==> config.mk <==
export PLATFORM = sky130hd
export DESIGN_NAME = xadc_frame_collector
export DESIGN_NICKNAME = d
export VERILOG_FILES = /design/src/rtl/xadc_frame_collector.sv
export SDC_FILE = /design/constraint.sdc
export NUM_CORES = 1
export LEC_CHECK = 0
export ABC_AREA = 1
export ABC_CLOCK_PERIOD_IN_PS = 4100
export CORE_MARGIN = 1.5
export CORE_UTILIZATION = 57
export CTS_CLUSTER_DIAMETER = 200
export DETAILED_ROUTE_END_ITERATION = 7
export PLACE_DENSITY = 0.8
export RECOVER_POWER = 100
export SYNTH_ARGS = -nofsm -noshare
export SYNTH_HDL_FRONTEND = slang
export SYNTH_SLANG_ARGS = --single-unit
==> constraint.sdc <==
create_clock -name CLK -period 4.1 [get_ports CLK]
set_input_delay 0.41 -clock CLK [delete_from_list [all_inputs] [get_ports CLK]]
set_output_delay 0.41 -clock CLK [all_outputs]
set_load 0.01 [all_outputs]
==> src/rtl/xadc_frame_collector.sv <==
// XADC AXI4-Stream sink: offset-binary to two's complement conversion, FWFT sample FIFO,
// and re-framing into fixed-length complex frames with tlast for the FFT input.
module xadc_frame_collector #(
  parameter int unsigned FRAME_LEN = 1024,
  parameter int unsigned DEPTH     = 64
) (
  input  logic        CLK,
  input  logic        resetn,
  input  logic [15:0] s_axis_tdata,
  input  logic        s_axis_tvalid,
  output logic        s_axis_tready,
  output logic [31:0] m_axis_tdata,
  output logic        m_axis_tvalid,
  input  logic        m_axis_tready,
  output logic        m_axis_tlast,
  input  logic        enable,
  output logic [15:0] frame_count,
  output logic        overflow
);

  localparam int unsigned AW = $clog2(DEPTH);
  localparam int unsigned FW = $clog2(FRAME_LEN);
  localparam logic [FW-1:0] LastIdx  = FW'(FRAME_LEN - 1);
  localparam logic [AW:0]   DepthCnt = (AW + 1)'(DEPTH);

  typedef enum logic {StIdle, StCollect} state_e;

  state_e        state_q;
  logic          rst_sync_n;
  logic [15:0]   mem [DEPTH];
  logic [AW-1:0] wr_ptr_q, rd_ptr_q;
  logic [AW:0]   count_q;
  logic [FW-1:0] in_cnt_q, out_cnt_q;
  logic [15:0]   frame_count_q;
  logic          overflow_q;

  logic          collecting, fifo_full, fifo_empty;
  logic          wr_en, rd_en, in_last, out_last;
  logic [11:0]   raw_code;
  logic [11:0]   signed_code;
  logic [15:0]   sample_real;
  logic          unused_nibble;

  // Release edge is synchronised; assertion still takes effect immediately.
  always_ff @(posedge CLK or negedge resetn) begin
    if (!resetn) rst_sync_n <= 1'b0;
    else         rst_sync_n <= 1'b1;
  end

  assign collecting  = (state_q == StCollect);
  assign fifo_full   = (count_q == DepthCnt);
  assign fifo_empty  = (count_q == '0);
  assign in_last     = (in_cnt_q == LastIdx);
  assign out_last    = (out_cnt_q == LastIdx);

  // Outside COLLECT every word is swallowed so the XADC stream never stalls.
  assign s_axis_tready = !collecting || !fifo_full;
  assign wr_en         = collecting && s_axis_tvalid && !fifo_full;
  assign rd_en         = !fifo_empty && m_axis_tready;

  // Flipping the MSB of an offset-binary code yields the two's complement value.
  assign raw_code      = s_axis_tdata[15:4];
  assign signed_code   = {~raw_code[11], raw_code[10:0]};
  assign sample_real   = {{4{signed_code[11]}}, signed_code};
  assign unused_nibble = ^s_axis_tdata[3:0];

  assign m_axis_tvalid = !fifo_empty;
  assign m_axis_tdata  = {16'h0000, fifo_empty ? 16'h0000 : mem[rd_ptr_q]};
  assign m_axis_tlast  = !fifo_empty && out_last;
  assign frame_count   = frame_count_q;
  assign overflow      = overflow_q;

  always_ff @(posedge CLK) begin
    if (wr_en) mem[wr_ptr_q] <= sample_real;
  end

  // Collection FSM; enable is only looked at in idle and on a frame boundary.
  always_ff @(posedge CLK or negedge rst_sync_n) begin
    if (!rst_sync_n) begin
      state_q  <= StIdle;
      in_cnt_q <= '0;
    end else begin
      unique case (state_q)
        StIdle: begin
          if (enable) state_q <= StCollect;
        end
        StCollect: begin
          if (wr_en) begin
            if (in_last) begin
              in_cnt_q <= '0;
              if (!enable) state_q <= StIdle;
            end else begin
              in_cnt_q <= in_cnt_q + 1'b1;
            end
          end
        end
      endcase
    end
  end

  always_ff @(posedge CLK or negedge rst_sync_n) begin
    if (!rst_sync_n) begin
      wr_ptr_q <= '0;
      rd_ptr_q <= '0;
      count_q  <= '0;
    end else begin
      if (wr_en) wr_ptr_q <= wr_ptr_q + 1'b1;
      if (rd_en) rd_ptr_q <= rd_ptr_q + 1'b1;
      unique case ({wr_en, rd_en})
        2'b10:   count_q <= count_q + 1'b1;
        2'b01:   count_q <= count_q - 1'b1;
        default: count_q <= count_q;
      endcase
    end
  end

  always_ff @(posedge CLK or negedge rst_sync_n) begin
    if (!rst_sync_n) begin
      out_cnt_q     <= '0;
      frame_count_q <= '0;
    end else if (rd_en) begin
      if (out_last) begin
        out_cnt_q     <= '0;
        frame_count_q <= frame_count_q + 1'b1;
      end else begin
        out_cnt_q <= out_cnt_q + 1'b1;
      end
    end
  end

  always_ff @(posedge CLK or negedge rst_sync_n) begin
    if (!rst_sync_n) begin
      overflow_q <= 1'b0;
    end else if (collecting && s_axis_tvalid && !s_axis_tready) begin
      overflow_q <= 1'b1;
    end
  end

endmodule
Yosys cells after proc, flatten, opt, wreduce, memory -nomap -nowiden

Memories as Yosys holds them, arrays and structs flattened.
Index checks and enable logic that the tools add are counted.

Add/sub/neg operators: 7
Eq/ne operators: 5
Multiplexer cells: 10
Bitwise gates (word level): 2
Reduce and logical (&&, ||, !) cells: 14

Operators by type and width:

| kind                    | number |
|---|---|
| $add A10 B1 Y10 const B | 2 |
| $eq A10 B10 Y1 const B  | 2 |
| $mux W10                | 2 |
| $add A16 B1 Y16 const B | 1 |
| $mux W16                | 1 |
| $pmux W7 S2             | 1 |
| $add A6 B1 Y6 const B   | 2 |
| $add A7 B1 Y7 const B   | 1 |
| $eq A7 B7 Y1 const B    | 1 |
| $logic_not A7 Y1        | 1 |
| $sub A7 B1 Y7 const B   | 1 |
| $logic_and A1 B1 Y1     | 5 |
| $mux W1                 | 5 |
| $logic_not A1 Y1        | 4 |
| $reduce_and A2 Y1       | 2 |
| $eq A2 B1 Y1 const B    | 1 |
| $eq A2 B2 Y1 const B    | 1 |
| $not A1 Y1              | 2 |
| $pmux W1 S2             | 1 |
| $reduce_bool A2 Y1      | 1 |
| $logic_or A1 B1 Y1      | 1 |

Register bits: 58
Memory bits (writable): 1024
Bits of input ports: 21
Output and inout port bits: 52
Logic and storage cells: 48
Memories kept: 1

Memories:

| memory | words | width | read ports | clocked after memory_dff | write ports | RTL line | source |
|---|---|---|---|---|---|---|---|
| mem    | 64    | 16    | 1          | 0                        | 1           | 30       | `logic [15:0] mem [DEPTH];` |

Longest topological paths before layout

Word-level depth: 5
Gate-level depth with buffers: 17
Mapped depth without buffers: 16

Worst setup path before layout

OpenSTA, ideal clock, no wires.

Path type: reg2reg
From: reg count_q[1]
To: reg count_q[6]
Setup time: 0.133 ns
Arrival: 2.421 ns
Data required time: 3.967 ns
Path slack: 1.546 ns
Cell stages (with the launch flop): 18
Buffers on the path: 2
Period minus slack after synthesis: 2.554 ns
Cell sequence: dfrtp_1 > nor2_1 > nand3_2 > nor3_4 > nor2_4 > buf_2 > ha_1 > buf_2 > xor2_1 > ha_1 > a21oi_1 > inv_1 > nand4_1 > nand3_1 > nand2_1 > nand2_1 > nand2_1 > o21ai_0

Cells in the longest elaborated chain, start to end: 5
Elaborated cells on any way between the ends: 12
Classes of those cells: 2 x add/sub; 3 x eq/ne; 1 x mux; 6 x reduce/logical

Ends and longest elaborated chain:

| item                                                     | RTL line | source |
|---|---|---|
| start: declaration                                       | 32       | `logic [AW:0] count_q;` |
| start signal: assignment                                 | 110      | `2'b10: count_q <= count_q + 1'b1;` |
| start signal: assignment                                 | 111      | `2'b01: count_q <= count_q - 1'b1;` |
| start signal: assignment                                 | 112      | `default: count_q <= count_q;` |
| $logic_not A7 Y1 *                                       | 52       | `assign fifo_empty = (count_q == '0);` |
| $logic_not A1 Y1 *                                       | 59       | `assign rd_en = !fifo_empty && m_axis_tready;` |
| $logic_and A1 B1 Y1 *                                    | 59       |  |
| net rd_en                                                | 38       | `logic wr_en, rd_en, in_last, out_last;` |
| $eq A2 B1 Y1 / $eq A2 B2 Y1 (equally long branches)      | 109      | `unique case ({wr_en, rd_en})` |
| $pmux W7 S2 / $reduce_bool A2 Y1 (equally long branches) | -        |  |

Mark *: on every way through the listed nets, which the timed path passes. The rest lies on a longest branch.
A chain may end at the register's enable or synchronous reset.

Worst setup path after layout

From: reg rd_ptr_q[0]
To: out m_axis_tdata[9]

Cells in the longest elaborated chain, start to end: 2

Ends and longest elaborated chain:

| item                     | RTL line | source |
|---|---|---|
| start: declaration       | 31       | `logic [AW-1:0] wr_ptr_q, rd_ptr_q;` |
| start signal: assignment | 108      | `if (rd_en) rd_ptr_q <= rd_ptr_q + 1'b1;` |
| $mem_v2 Z64 W16          | -        |  |
| $mux W16                 | 68       | `assign m_axis_tdata = {16'h0000, fifo_empty ? 16'h0000 : mem[rd_ptr_q]};` |
| end: declaration         | 12       | `output logic [31:0] m_axis_tdata,` |

No other way between the ends.

==> flow_metrics.tcl <==
set metrics [dict create \
    outcome "finished, violations left" \
    violations "capacitance limit, slew limit" \
    synth_flop_cell "edfxtp_1" \
    synth.distinct_cells 38 \
    ioPinCount 73 \
    fp.dieW_um 254 \
    synth_top_area_share_pct 64.4 \
    dpl_cell_area_um2 37200 \
    whs_ps 368 \
    hp-class "in -> reg" \
    power.density_nw_per_um2 663 \
    grt_use_total_pct 26.2 \
    vias_per_cell 5.51 \
    crit_type "reg -> out" \
    drtIter0Drc 2848 \
    design_area_um2 39400 \
    finalCritPeriodShare_pct 98.8 \
    cp-start-kind "flip-flop" \
    setup_violations 0 \
    die_area_um2 64300 \
    hpwl_um 47500 \
    coreArea_um2 61900 \
    synth.avg_cell_area_um2 10.6 \
    clockRootBuffer "clkbuf_16" \
    area_growth_pct 9.92 \
    drive_above_1_share_pct 6.00 \
    rsz0062_at_grt "no" \
    crit_path_start "rd_ptr_q[0]$_DFFE_PN0P_" \
    cts_tree "yes" \
    vdd_drop_max_v 0.000561 \
    gp_congestion 0.884 \
    fp-row-count 91 \
    cts_buffers 80 \
    synthArstFlopShare_pct 7.02 \
    worstRegToRegCells 8 \
    cts.htree.levels 3 \
    cts_buffer_depth 3 \
    initial_core_util_pct 57.8 \
    max_freq_ghz 0.247 \
    yosys_warnings 0 \
    critical-path-slowest-cell "dfrtp_4" \
    clkTransAtPathRegs_ps 60 \
    synth_largest_area_cell "edfxtp_1" \
    hold_viol 0 \
    fin_util_pct 63.5 \
    antenna_found_initial 1 \
    grt_pass1_vias 23080 \
    fin_skew_ps 20.1 \
    min_from "enable" \
    fin_nets 3471 \
    slew_headroom_pct -115 \
    gr-total-overflow 0 \
    tightestPinTransition_ps 3220 \
    multi_input_area_um2 8850 \
    worst_path_most_repeated_cell "nand2_1" \
    die_h_um 254 \
    synth.top_cells.by_area "edfxtp_1 64%, nand2_1 10%, nand3_1 6.1%, dfrtp_1 4.1%, inv_1 3.4%" \
    cp-end-kind "output pin" \
    antenna_cells 0 \
    dr.pass1.iters 5 \
    worstPathArrival_ps 3640 \
    min_path_cells 2 \
    p_leak_uw 0.0156 \
    regArea_um2 24500 \
    num_vias 23895 \
    ant_nets 0 \
    setup_tns_ps 0 \
    power_uw 26100 \
    cp_max_fo 37 \
    synth_seq_cells 826 \
    netlist_instances 3368 \
    grt_pass1_wl_um 127000 \
    cpPeakStageDelay_ps 620 \
    fill_cells 4524 \
    reg2reg_from "count_q[1]$_DFFE_PN0P_" \
    routed_wl_um 82500 \
    port_buffers 52 \
    grt_max_degree 136 \
    synth_edf_count 768 \
    ys_seq_area_share_pct 68.5 \
    synth_top_cells_by_count "985 x nand2_1, 768 x edfxtp_1, 437 x nand3_1, 320 x inv_1, 318 x nor2_1" \
    worstSkewPairLatency_ps 620 \
    yosysMostFrequentCell "nand2_1" \
    cp.required_ps 3690 \
    worstPathCellList "clkinv_8 -> buf_12 -> buf_4 -> nand2_1 -> nand3_1 -> nand2_1 -> nand2_1 -> nand2_1 -> nor2_1 -> nand2_1 -> nand3_1 -> a21oi_1 -> clkdlybuf4s50_1" \
    post_drt_wl_per_cell_um 19.0 \
    maxSlewViolCount 663 \
    drc 0 \
    netlist_area_um2 35800 \
    period_needed_ps 4050 \
    drv_cap 13 \
    cts_sinks 826 \
]
-- kinds of logic (layout without fill, tap and decap cells) --
kind of cell	count (synthesis)	in the layout	synth area share (%)
buffers and inverters	518	635	6.84
and+or+nand+nor	1798	1798	20.9
DFF	826	826	68.5
other	2	17	0.0210
adders and majority gates	8	8	0.280
AOI/OAI and AO/OA	177	177	2.52
xor gates and xnor gates	39	39	0.954
-- final cells by class --
class | count | area share, %
flip-flops and latches | 826 | 62.3
multi-input cells | 2039 | 22.5
clock buffers | 114 | 5.65
inverters | 332 | 3.21
repair buffers | 163 | 3.13
well taps | 837 | 2.66
clock inverters | 26 | 0.550
-- worst max-delay path: cells and delay by family, from the launching register on --
family	cells	cell delay [ps]
AO/OA/AOI/OAI	1	400
buffers and inverters	4	1310
flip-flops	1	620
AND/OR/NAND/NOR	8	640
-- cell usage in the layout (no fill, tap or decap), types with 3 or more instances in the layout --
cell type | Yosys | layout
nand2_1 | 985 | 985
edfxtp_1 | 768 | 768
nand3_1 | 437 | 438
inv_1 | 320 | 321
nor2_1 | 318 | 317
clkbuf_16 | 0 | 84
clkbuf_1 | 39 | 61
o21ai_0 | 55 | 59
o21ai_1 | 61 | 57
dfrtp_1 | 58 | 55
a21oi_1 | 53 | 52
clkbuf_2 | 0 | 52
xor2_1 | 28 | 28
dlygate4sd3_1 | 0 | 23
nand4_1 | 12 | 19
clkdlybuf4s50_1 | 0 | 19
nor3_1 | 16 | 17
conb_1 | 2 | 17
buf_4 | 51 | 17
buf_12 | 0 | 13
and3_1 | 12 | 12
clkinv_2 | 0 | 12
xnor2_1 | 11 | 11
clkinv_1 | 0 | 9
ha_1 | 8 | 8
inv_2 | 12 | 7
buf_2 | 49 | 6
nor4_1 | 3 | 3
bufinv_16 | 0 | 3
-- final timing paths --
| path | endpoint | slack [ps] |
|---|---|---|
| setup / recovery | m_axis_tdata[9] | 50 |
| hold / removal | collecting$_DFF_PN0_ | 370 |
| setup reg to reg | mem[58][14]$_DFFE_PP_ | 290 |
| hold reg to reg | overflow$_DFFE_PN0P_ | 490 |
| max in group asynchronous | rd_ptr_q[0]$_DFFE_PN0P_ | 1260 |
| min in group asynchronous | collecting$_DFF_PN0_ | 510 |
-- routing by layer --
layer	vias to the layer above	track usage, %	share of wire [%]
met4	2	11.4	4.0
li1	11314	-	-
met3	190	4.23	9.5
met5	-	0	0.018
met1	11240	34.5	38
met2	1149	43.3	48
-- metrics by stage --
step / setup WS [ps] / std cells
detailed placement: 639 / 4195
floorplan: 1550 / 3383
CTS: 50.4 / 4336
finish: 49.5 / 4337
global route: 6.22 / 4337
global placement: 682 / 4195
-- state kept, by name, summed over array words and instances, names as in the netlist --
register / cells
mem: 768
in_cnt_q: 10
rst_sync_n: 1
rd_ptr_q: 6
out_cnt_q: 10
frame_count: 16
collecting: 1
count_q: 7
overflow: 1
wr_ptr_q: 6
-- power breakdown --
group	switching (uW)	internal (uW)
registers	329	9690
clock network	2980	3960
logic	6350	2770
-- timing repair --
item,in CTS,in global routing
hold endpoints to repair,1,0
cloned,0,0
endpoints found under the setup margin,5,12
resized for setup,1,6
hold buffers,1,0
setup buffers,0,1
Power figures use the tool's default switching activity.
